===== config.mk =====
export PLATFORM = sky130hd
export DESIGN_NAME = dmem_access_ctrl
export DESIGN_NICKNAME = d
export VERILOG_FILES = /design/src/rtl/dmem_access_ctrl.sv
export SDC_FILE = /design/constraint.sdc
export NUM_CORES = 1
export LEC_CHECK = 0
export ABC_AREA = 1
export ABC_CLOCK_PERIOD_IN_PS = 2700
export CORE_UTILIZATION = 45
export CTS_CLUSTER_SIZE = 25
export DETAILED_ROUTE_END_ITERATION = 10
export PLACE_DENSITY = 0.85
export REMOVE_ABC_BUFFERS = 1
export SKIP_CTS_REPAIR_TIMING = 1
export SLEW_MARGIN = 20
export SYNTH_ARGS = -nofsm -noshare
export SYNTH_HDL_FRONTEND = slang
export SYNTH_SLANG_ARGS = --single-unit
export TNS_END_PERCENT = 10

===== constraint.sdc =====
create_clock -name clk -period 2.7 [get_ports clk]
set_input_delay 0.675 -clock clk [delete_from_list [all_inputs] [get_ports clk]]
set_output_delay 0.675 -clock clk [all_outputs]
set_load 0.01 [all_outputs]

===== src/rtl/dmem_access_ctrl.sv =====
// Load/store sequencer between the MEM stage and a variable-latency data memory.
// One request in flight; alignment checked at accept; ACCESS aborts after TIMEOUT ack-less cycles.
module dmem_access_ctrl #(
    parameter int unsigned TIMEOUT = 255
) (
    input  logic        clk,
    input  logic        reset,
    input  logic        req_valid,
    output logic        req_ready,
    input  logic        req_we,
    input  logic [1:0]  req_size,
    input  logic        req_signed,
    input  logic [31:0] req_addr,
    input  logic [31:0] req_wdata,
    output logic        mem_en,
    output logic        mem_we,
    output logic [3:0]  mem_be,
    output logic [31:0] mem_addr,
    output logic [31:0] mem_wdata,
    input  logic [31:0] mem_rdata,
    input  logic        mem_ack,
    output logic        resp_valid,
    output logic [31:0] resp_rdata,
    output logic        resp_err,
    output logic        busy
);

    localparam logic [15:0] TIMEOUT_LAST = 16'(TIMEOUT - 1);

    typedef enum logic [1:0] {
        S_IDLE,
        S_ACCESS,
        S_RESP
    } state_t;

    state_t      state_q;
    logic [15:0] cnt_q;
    logic        we_q;
    logic        signed_q;
    logic [1:0]  size_q;
    logic [1:0]  lane_q;

    logic        mem_en_q, mem_we_q;
    logic [3:0]  mem_be_q;
    logic [31:0] mem_addr_q, mem_wdata_q;
    logic        resp_valid_q, resp_err_q;
    logic [31:0] resp_rdata_q;

    logic        aligned;
    logic [3:0]  be_d;
    logic [31:0] wdata_d;
    logic [7:0]  ld_byte;
    logic [15:0] ld_half;
    logic [31:0] rdata_d;

    always_comb begin
        // NOTE: every combinational output gets a default first so no path infers a latch.
        aligned = 1'b0;
        be_d    = 4'b0000;
        wdata_d = req_wdata;
        case (req_size)
            2'b00: begin
                aligned = 1'b1;
                be_d    = 4'b0001 << req_addr[1:0];
                wdata_d = {4{req_wdata[7:0]}};
            end
            2'b01: begin
                aligned = ~req_addr[0];
                be_d    = req_addr[1] ? 4'b1100 : 4'b0011;
                wdata_d = {2{req_wdata[15:0]}};
            end
            2'b10: begin
                aligned = (req_addr[1:0] == 2'b00);
                be_d    = 4'b1111;
            end
            default: ;
        endcase
    end

    // Lane selection and extension of the returned word, using the latched request fields.
    always_comb begin
        case (lane_q)
            2'd0:    ld_byte = mem_rdata[7:0];
            2'd1:    ld_byte = mem_rdata[15:8];
            2'd2:    ld_byte = mem_rdata[23:16];
            default: ld_byte = mem_rdata[31:24];
        endcase
        ld_half = lane_q[1] ? mem_rdata[31:16] : mem_rdata[15:0];
        case (size_q)
            2'b00:   rdata_d = {{24{signed_q & ld_byte[7]}}, ld_byte};
            2'b01:   rdata_d = {{16{signed_q & ld_half[15]}}, ld_half};
            default: rdata_d = mem_rdata;
        endcase
        if (we_q) begin
            rdata_d = '0;
        end
    end

    // NOTE: sequential state uses non-blocking assignments so every register samples pre-edge values.
    always_ff @(posedge clk) begin
        if (!reset) begin
            state_q      <= S_IDLE;
            cnt_q        <= '0;
            we_q         <= 1'b0;
            signed_q     <= 1'b0;
            size_q       <= 2'b00;
            lane_q       <= 2'b00;
            mem_en_q     <= 1'b0;
            mem_we_q     <= 1'b0;
            mem_be_q     <= '0;
            mem_addr_q   <= '0;
            mem_wdata_q  <= '0;
            resp_valid_q <= 1'b0;
            resp_err_q   <= 1'b0;
            resp_rdata_q <= '0;
        end else begin
            case (state_q)
                S_IDLE: begin
                    resp_valid_q <= 1'b0;
                    if (req_valid) begin
                        we_q     <= req_we;
                        signed_q <= req_signed;
                        size_q   <= req_size;
                        lane_q   <= req_addr[1:0];
                        cnt_q    <= '0;
                        if (aligned) begin
                            state_q     <= S_ACCESS;
                            mem_en_q    <= 1'b1;
                            mem_we_q    <= req_we;
                            mem_be_q    <= be_d;
                            mem_addr_q  <= {req_addr[31:2], 2'b00};
                            mem_wdata_q <= wdata_d;
                        end else begin
                            state_q      <= S_RESP;
                            resp_valid_q <= 1'b1;
                            resp_err_q   <= 1'b1;
                            resp_rdata_q <= '0;
                        end
                    end
                end
                S_ACCESS: begin
                    // An ack in the final allowed cycle takes priority over the timeout.
                    if (mem_ack) begin
                        state_q      <= S_RESP;
                        mem_en_q     <= 1'b0;
                        mem_we_q     <= 1'b0;
                        resp_valid_q <= 1'b1;
                        resp_err_q   <= 1'b0;
                        resp_rdata_q <= rdata_d;
                    end else if (cnt_q == TIMEOUT_LAST) begin
                        state_q      <= S_RESP;
                        mem_en_q     <= 1'b0;
                        mem_we_q     <= 1'b0;
                        resp_valid_q <= 1'b1;
                        resp_err_q   <= 1'b1;
                        resp_rdata_q <= '0;
                    end else begin
                        cnt_q <= cnt_q + 16'd1;
                    end
                end
                S_RESP: begin
                    state_q      <= S_IDLE;
                    resp_valid_q <= 1'b0;
                end
                default: state_q <= S_IDLE;
            endcase
        end
    end

    assign req_ready  = reset && (state_q == S_IDLE);
    assign busy       = (state_q != S_IDLE);
    assign mem_en     = mem_en_q;
    assign mem_we     = mem_we_q;
    assign mem_be     = mem_be_q;
    assign mem_addr   = mem_addr_q;
    assign mem_wdata  = mem_wdata_q;
    assign resp_valid = resp_valid_q;
    assign resp_rdata = resp_rdata_q;
    assign resp_err   = resp_err_q;

endmodule


# Word-level counts from Yosys, hierarchy flattened
# Index checks and enable logic that the tools add are counted.
dict set report classes {
  mux 39
  bitwise 3
  n_reduce_logical 16
  shifts 1
  add_sub_neg 1
  n_eq_ne 14
}
# cell n
set ops {}
lappend ops {{$pmux W32 S2} 3}
lappend ops {{$mux W32} 5}
lappend ops {{$mux W16} 4}
lappend ops {{$pmux W16 S2} 1}
lappend ops {{$pmux W8 S3} 1}
lappend ops {{$add A16 B1 Y16 const B} 1}
lappend ops {{$eq A16 B8 Y1 const B} 1}
lappend ops {{$mux W1} 13}
lappend ops {{$pmux W4 S3} 1}
lappend ops {{$reduce_and A4 Y1} 3}
lappend ops {{$logic_not A2 Y1} 5}
lappend ops {{$ne A2 B2 Y1 const B} 5}
lappend ops {{$eq A2 B1 Y1 const B} 4}
lappend ops {{$mux W2} 4}
lappend ops {{$eq A2 B2 Y1 const B} 3}
lappend ops {{$pmux W1 S2} 3}
lappend ops {{$pmux W1 S3} 2}
lappend ops {{$reduce_and A2 Y1} 3}
lappend ops {{$mux W4} 1}
lappend ops {{$pmux W2 S2} 1}
lappend ops {{$reduce_bool A2 Y1} 2}
lappend ops {{$shl A1 B2 Y4 const A} 1}
lappend ops {{$ne A3 B3 Y1 const B} 1}
lappend ops {{$reduce_and A3 Y1} 1}
lappend ops {{other kinds (4)} 5}
dict set report word_totals {
  wordCells 88
  reg_bits 126
}

# Logic depth before layout (Yosys ltp)
# Gate-level depths: netlist of run 1.
dict set report depth {
  word_depth 7
  mapped_depth 13
  depth_no_buf 12
}

# Least setup slack after synthesis of run 1
# OpenSTA, ideal clock, no wires.
dict set report synth_path {
  kind {input port to output port}
  from {input reset}
  to {output req_ready}
  setup_slack_ps 462
  cell_stages 5
  arrival_ps 1563
  n_path_buf 3
  required_time_ps 2025
  cell_sequence {clkbuf_1 clkbuf_1 clkbuf_1 nand2_1 inv_1}
}
dict set report synth_via {
  elab_chain_len 1
}
# element line
set synth_lines {}
lappend synth_lines {{start: declaration} 7} ;# input logic reset,
lappend synth_lines {{$logic_and A1 B1 Y1} 170} ;# assign req_ready = reset && (state_q == S_IDLE);
lappend synth_lines {{end: declaration} 9} ;# output logic req_ready,
# No other way between the ends.

# Worst setup path after layout of run 1
dict set report layout_path {
  from {register state_q[0]}
  to {output busy}
}
dict set report layout_via {
  elab_chain_len 1
}
# element line
set layout_lines {}
lappend layout_lines {{start: declaration} 36} ;# state_t state_q;
lappend layout_lines {{start signal: assignment} 102} ;# state_q <= S_IDLE;
lappend layout_lines {{start signal: assignment} 127} ;# state_q <= S_ACCESS;
lappend layout_lines {{start signal: assignment} 134} ;# state_q <= S_RESP;
lappend layout_lines {{$reduce_bool A2 Y1} 171} ;# assign busy = (state_q != S_IDLE);
lappend layout_lines {{end: declaration} 25} ;# output logic busy
# No other way between the ends.

==> results.json, run 1 <==
{
  "grt_pass1_wl_microns": 29800,
  "tightest_slew_ps": 755,
  "worstHoldPathType": "flop to flop",
  "gr-usage-met3": 0.0999,
  "met1_usage": 0.323,
  "total_power_w": 0.00548,
  "ys_seq_area_frac": 0.423,
  "p_int_w": 0.00399,
  "power_switching_w": 0.00149,
  "crit_type": "flop to output port",
  "seqPwrFrac": 0.375,
  "rsz0062_at_grt": "false",
  "crit_path_max_fanout": 8,
  "power_frac_clock": 0.426,
  "clkSlewWorstSetupHoldPaths_ps": 60,
  "rr_worst_depth": 11,
  "period_share": 0.934,
  "worst-path-stages": 4,
  "synth_commonest_cells": "192 x nand2_1, 166 x nor2_1, 126 x dfxtp_1, 98 x o21ai_0, 74 x a21oi_1",
  "via_per_inst": 5.20,
  "wl_per_cell_microns": 14.8,
  "synth-adder-area-share": 0.0105,
  "ys_types": 33,
  "place_congestion": 0.889,
  "drtAntennaViolNets": 0,
  "synth_enable_flop_cells": 0,
  "critPathRequiredTime_ps": 2030,
  "start_util": 0.467,
  "startpoint": "state_q[0]",
  "seq_area_sq_um": 2520,
  "holdWs_ps": 464,
  "netlist_instances": 884,
  "fmax_ghz": 0.397,
  "slew_headroom": 0.496,
  "fin_setup_tns_ps": 0,
  "critical_path.max_stage_delay_ps": 560,
  "path_cells": "inv_1 -> ha_2 -> inv_1 -> clkdlybuf4s50_1",
  "rows": 41,
  "core_region_area_sq_um": 12800,
  "period_needed_ps": 2520,
  "synth-simple-area-share": 0.301,
  "synth_area_sq_um": 5960,
  "drive_above_1_share": 0.0679,
  "synth_most_common_cell": "nand2_1",
  "cp_top_family": "buffers and inverters",
  "fp.dieH_microns": 117,
  "finClkSkew_ps": 4.16,
  "dr.pass1.iters": 5,
  "drv_cap": 0,
  "worstPathArrival_ps": 1850,
  "die_x_microns": 117,
  "synth_area_leaders": "dfxtp_1 42%, nand2_1 12%, nor2_1 10%",
  "grt_usage": 0.284,
  "cpMaxStageDelayCell": "clkdlybuf4s50_1",
  "cts_max_level": 4,
  "synth_top_cell_by_area": "dfxtp_1",
  "port_buffers": 207,
  "ir_drop_mv": 0.490,
  "maxSlewViolCount": 0,
  "grt_max_degree": 46,
  "place_ws_ps": 99.3,
  "multiInputGateArea_sq_um": 2970,
  "cts_buffers": 17,
  "met2_usage": 0.475,
  "tritoncts": "yes",
  "critPathMostFrequentCell": "inv_1",
  "busiest_layer": "met2",
  "synth_ff_type": "dfxtp_1",
  "p_leak_nw": 3.53,
  "cts_buffer_depth": 2,
  "num_antenna_cells": 0,
  "hold_start": "resp_rdata[31]",
  "synthArstFlopShare": 0,
  "finalHoldViolCount": 0,
  "yosys-mux-area-fraction": 0,
  "hpwl_microns": 13000,
  "dieArea_sq_um": 13700,
  "yosys_register_bits": 126,
  "finalWorstSetupSlack_ps": 178,
  "vias": 6567,
  "grt_pass1_vias": 6409,
  "io_pins": 210,
  "nets": 1186,
  "synth_xor_area_frac": 0.00735,
  "area_growth_pct": 46.7,
  "cp-start-kind": "flop",
  "r2r-start": "state_q[1]",
  "setup_viol": 0,
  "syn_area_per_cell_sq_um": 6.74,
  "p_comb_frac": 0.199,
  "overflow": 0,
  "clock-sinks": 126,
  "rr_endpoint": "cnt_q[12]",
  "power_density_nw_per_um2": 627,
  "antenna_found_initial": 0,
  "synth_compound_area_frac": 0.177,
  "ff2ff_setup_slack_ps": 660,
  "crit_buf_inv": 3,
  "p_sw_frac": 0.273,
  "yosys_warnings": 0,
  "yosysTopAreaCellShare": 0.423,
  "outcome": "complete, no violations",
  "num-fill-cells": 1067,
  "drcViolationCount": 0,
  "wl_microns": 18700,
  "cts-root-buf": "clkbuf_16",
  "endpoint": "busy",
  "crit_path_end_kind": "output port",
  "synth_top_family_by_area": "simple AND/OR/NAND/NOR gates",
  "drtIter0Drc": 505,
  "clkLatencyLatePin_ps": 410
}
state kept, by name, summed over array words and instances, names as in the netlist, 2 cells and up:
register and flops:
mem_wdata 32, cnt_q 16, state_q 2, resp_rdata 32, size_q 2, lane_q 2, mem_be 4, mem_addr 30
layout by cell type, fill, tap and decap left out, types with 10 or more instances in the layout:
cell	synthesis	final
clkdlybuf4s50_1	0	206
nand2_1	192	192
nor2_1	166	166
dfxtp_1	126	126
o21ai_0	98	98
a21oi_1	74	74
inv_1	52	52
nand3_1	48	48
clkbuf_16	0	17
buf_4	8	14
a31oi_1	12	12
or2_2	10	10
power by group through the flow:
stage	logic, W	clock network [W]	registers, W
after floorplan	0.000432	0	0.00214
after global placement	0.00107	0	0.00209
after detailed placement	0.00108	0	0.00209
after CTS	0.00109	0.00236	0.00205
after global routing	0.00121	0.00245	0.00207
final	0.00109	0.00234	0.00205
cells by family (layout without fill, tap and decap cells):
kind of cell	Yosys count	count (layout)
and+or+nand+nor	438	438
adders and majority gates	5	5
other	1	2
xor gates and xnor gates	5	5
DFF	126	126
buffers and inverters	110	315
AOI/OAI and AO/OA	199	199
routing by layer:
layer / part of all wire / routed length (microns) / vias to the layer above
li1: - / - / 3258
met1: 0.41 / 7600 / 3000
met2: 0.48 / 8970 / 265
met3: 0.083 / 1560 / 44
met4: 0.031 / 580 / 0
met5: 0 / 0 / -
final cells by class:
type                    count  share of cell area
clock buffers              22              0.0531
multi-input cells         649               0.339
inverters                  60              0.0258
well taps                 172              0.0246
clock inverters            10              0.0157
repair buffers            223               0.253
flip-flops and latches    126               0.289
per-stage QoR:
stage	cell area [sq um]	util	instances
6_report	8740	0.684	1262
5_1_grt	8740	0.684	1262
4_1_cts	8740	0.684	1262
3_5_place_dp	8140	0.637	1230
3_3_place_gp	8140	0.637	1230
2_1_floorplan	5710	-	835
worst register-to-register path, stage by stage (launching register included):
cell and delay, ps:
dfxtp_1 310, inv_1 90, ha_2 320, inv_1 140, nand2_1 160, nand2_1 70, nor2_1 190, nand2_2 130
inv_2 240, nor2_1 100, nor2_1 110, nor2_1 50
worst min path at each step:
stage                     end  slack, ps  cells past startpoint
3_5_place_dp   resp_rdata[16]        460                      2
2_1_floorplan            we_q        450                      2
3_3_place_gp    resp_rdata[9]        450                      2
4_1_cts        resp_rdata[26]        470                      2
5_1_grt        resp_rdata[22]        480                      2
6_report       resp_rdata[31]        460                      2
(Power assumes the default switching activity.)
==> run 2, diff against run 1 <==
--- a/config.mk
+++ b/config.mk
@@ -7,12 +7,11 @@
 export LEC_CHECK = 0
 export ABC_AREA = 1
 export ABC_CLOCK_PERIOD_IN_PS = 2700
-export CORE_UTILIZATION = 45
+export CORE_UTILIZATION = 49
 export CTS_CLUSTER_SIZE = 25
 export DETAILED_ROUTE_END_ITERATION = 10
-export PLACE_DENSITY = 0.85
+export PLACE_DENSITY = 0.91
 export REMOVE_ABC_BUFFERS = 1
-export SKIP_CTS_REPAIR_TIMING = 1
 export SLEW_MARGIN = 20
 export SYNTH_ARGS = -nofsm -noshare
 export SYNTH_HDL_FRONTEND = slang
==> results.json, run 2 (same netlist as run 1, synthesis figures left out) <==
{
  "outcome": "finished with violations",
  "violations": "design-rule violations",
  "tritoncts": "yes",
  "drtIter0Drc": 518,
  "via_per_inst": 5.39,
  "critPathRequiredTime_ps": 2030,
  "core_region_area_sq_um": 11600,
  "multiInputGateArea_sq_um": 2960,
  "cp-start-kind": "flop",
  "mostFrequentLayoutCell": "clkdlybuf4s50_1",
  "nets": 1184,
  "place_ws_ps": 63.4,
  "wl_microns": 18700,
  "drv_cap": 0,
  "postCtsResizedCells": 0,
  "area_growth_pct": 46.3,
  "rsz0062_at_grt": "false",
  "drcViolationCount": 6,
  "seq_area_sq_um": 2520,
  "worstHoldPathType": "flop to flop",
  "grt_usage": 0.306,
  "hpwl_microns": 12700,
  "maxSlewViolCount": 0,
  "drive_above_1_share": 0.0662,
  "clkSlewWorstSetupHoldPaths_ps": 50,
  "vias": 6630,
  "crit_type": "flop to output port",
  "cts_buffer_depth": 2,
  "rows": 39,
  "crit_path_end_kind": "output port",
  "worstPathArrival_ps": 1780,
  "cts_max_level": 4,
  "grt_pass1_wl_microns": 30800,
  "tightest_slew_ps": 712,
  "overflow": 0,
  "slew_headroom": 0.525,
  "period_share": 0.908,
  "finClkSkew_ps": 7.07,
  "fin_setup_tns_ps": 0,
  "power_density_nw_per_um2": 633,
  "port_buffers": 207,
  "io_pins": 210,
  "drtAntennaViolNets": 0,
  "grt_max_degree": 91,
  "place_congestion": 0.874,
  "fp.dieH_microns": 112,
  "die_x_microns": 112,
  "cts_setup_buffers": 0,
  "crit_path_max_fanout": 4,
  "period_needed_ps": 2450,
  "dr.pass1.iters": 10,
  "fmax_ghz": 0.408,
  "clkLatencyLatePin_ps": 420,
  "start_util": 0.513,
  "clock-sinks": 126,
  "wl_per_cell_microns": 15.2,
  "p_leak_nw": 3.53,
  "setup_viol": 0,
  "num-fill-cells": 864,
  "ir_drop_mv": 0.483,
  "finalHoldViolCount": 0,
  "cts_hold_buffers": 0,
  "dieArea_sq_um": 12600,
  "cts-root-buf": "clkbuf_16",
  "final_cell_mix": "206 x clkdlybuf4s50_1, 192 x nand2_1, 166 x nor2_1, 126 x dfxtp_1, 98 x o21ai_0",
  "antenna_found_initial": 1,
  "grt_pass1_vias": 6536,
  "finalWorstSetupSlack_ps": 247,
  "cts_buffers": 17
}
[run 2: cell count changes in the layout (fill, tap and decap cells not counted)]
cell | previous run | this run
ha_1 | 4 | 5
clkbuf_8 | 2 | 4
clkinv_4 | 2 | 3
clkinvlp_4 | 2 | 1
buf_4 | 14 | 11
clkinv_2 | 3 | 2
buf_12 | 2 | 3
ha_2 | 1 | 0
diode_2 | 0 | 1
clkbuf_1 | 3 | 1
[run 2: layer usage]
layer  wire length, microns  share of wire  up-vias  track usage
met5                      0              0        -            0
met4                    657          0.035        0        0.155
met3                   1550          0.082       47        0.105
met2                   9030           0.48      279        0.516
met1                   7520           0.40     3054        0.346
li1                       -              -     3250            -
[run 2: worst paths after layout]
path	from	end	slack (ps)	cells after the start
min reg2reg	resp_err	resp_err	460	2
max	state_q[0]	busy	250	4
min	resp_err	resp_err	460	2
max reg2reg	state_q[0]	mem_be[2]	660	8
[run 2: area by class of cell]
| class | count | share of cell area |
|---|---|---|
| clock buffer | 22 | 0.0555 |
| antenna | 1 | 0.000287 |
| clock inverter | 9 | 0.0154 |
| inverter | 60 | 0.0258 |
| sequential | 126 | 0.289 |
| timing repair buffer | 221 | 0.253 |
| multi-input combinational | 649 | 0.340 |
| tap | 143 | 0.0205 |
[run 2: critical path: stages, from the launching register on]
cell,delay (ps)
dfxtp_1,390
inv_1,70
ha_1,240
inv_1,120
clkdlybuf4s50_1,540
[run 2: report_power, final]
group / switching [W] / total, W / internal [W]
logic: 0.000583 / 0.00109 / 0.000505
registers: 0.0000761 / 0.00206 / 0.00199
clock network: 0.000823 / 0.00237 / 0.00154
[run 2: metrics by stage]
step | total power, W | cells | area, sq um | hold WS, ps | util
final | 0.00552 | 1231 | 8720 | 461 | 0.751
after floorplan | 0.00257 | 835 | 5710 | 447 | -
after CTS | 0.00552 | 1230 | 8720 | 463 | 0.751
after global placement | 0.00315 | 1199 | 8100 | 448 | 0.697
after detailed placement | 0.00317 | 1199 | 8100 | 456 | 0.697
after global routing | 0.00574 | 1231 | 8720 | 480 | 0.751
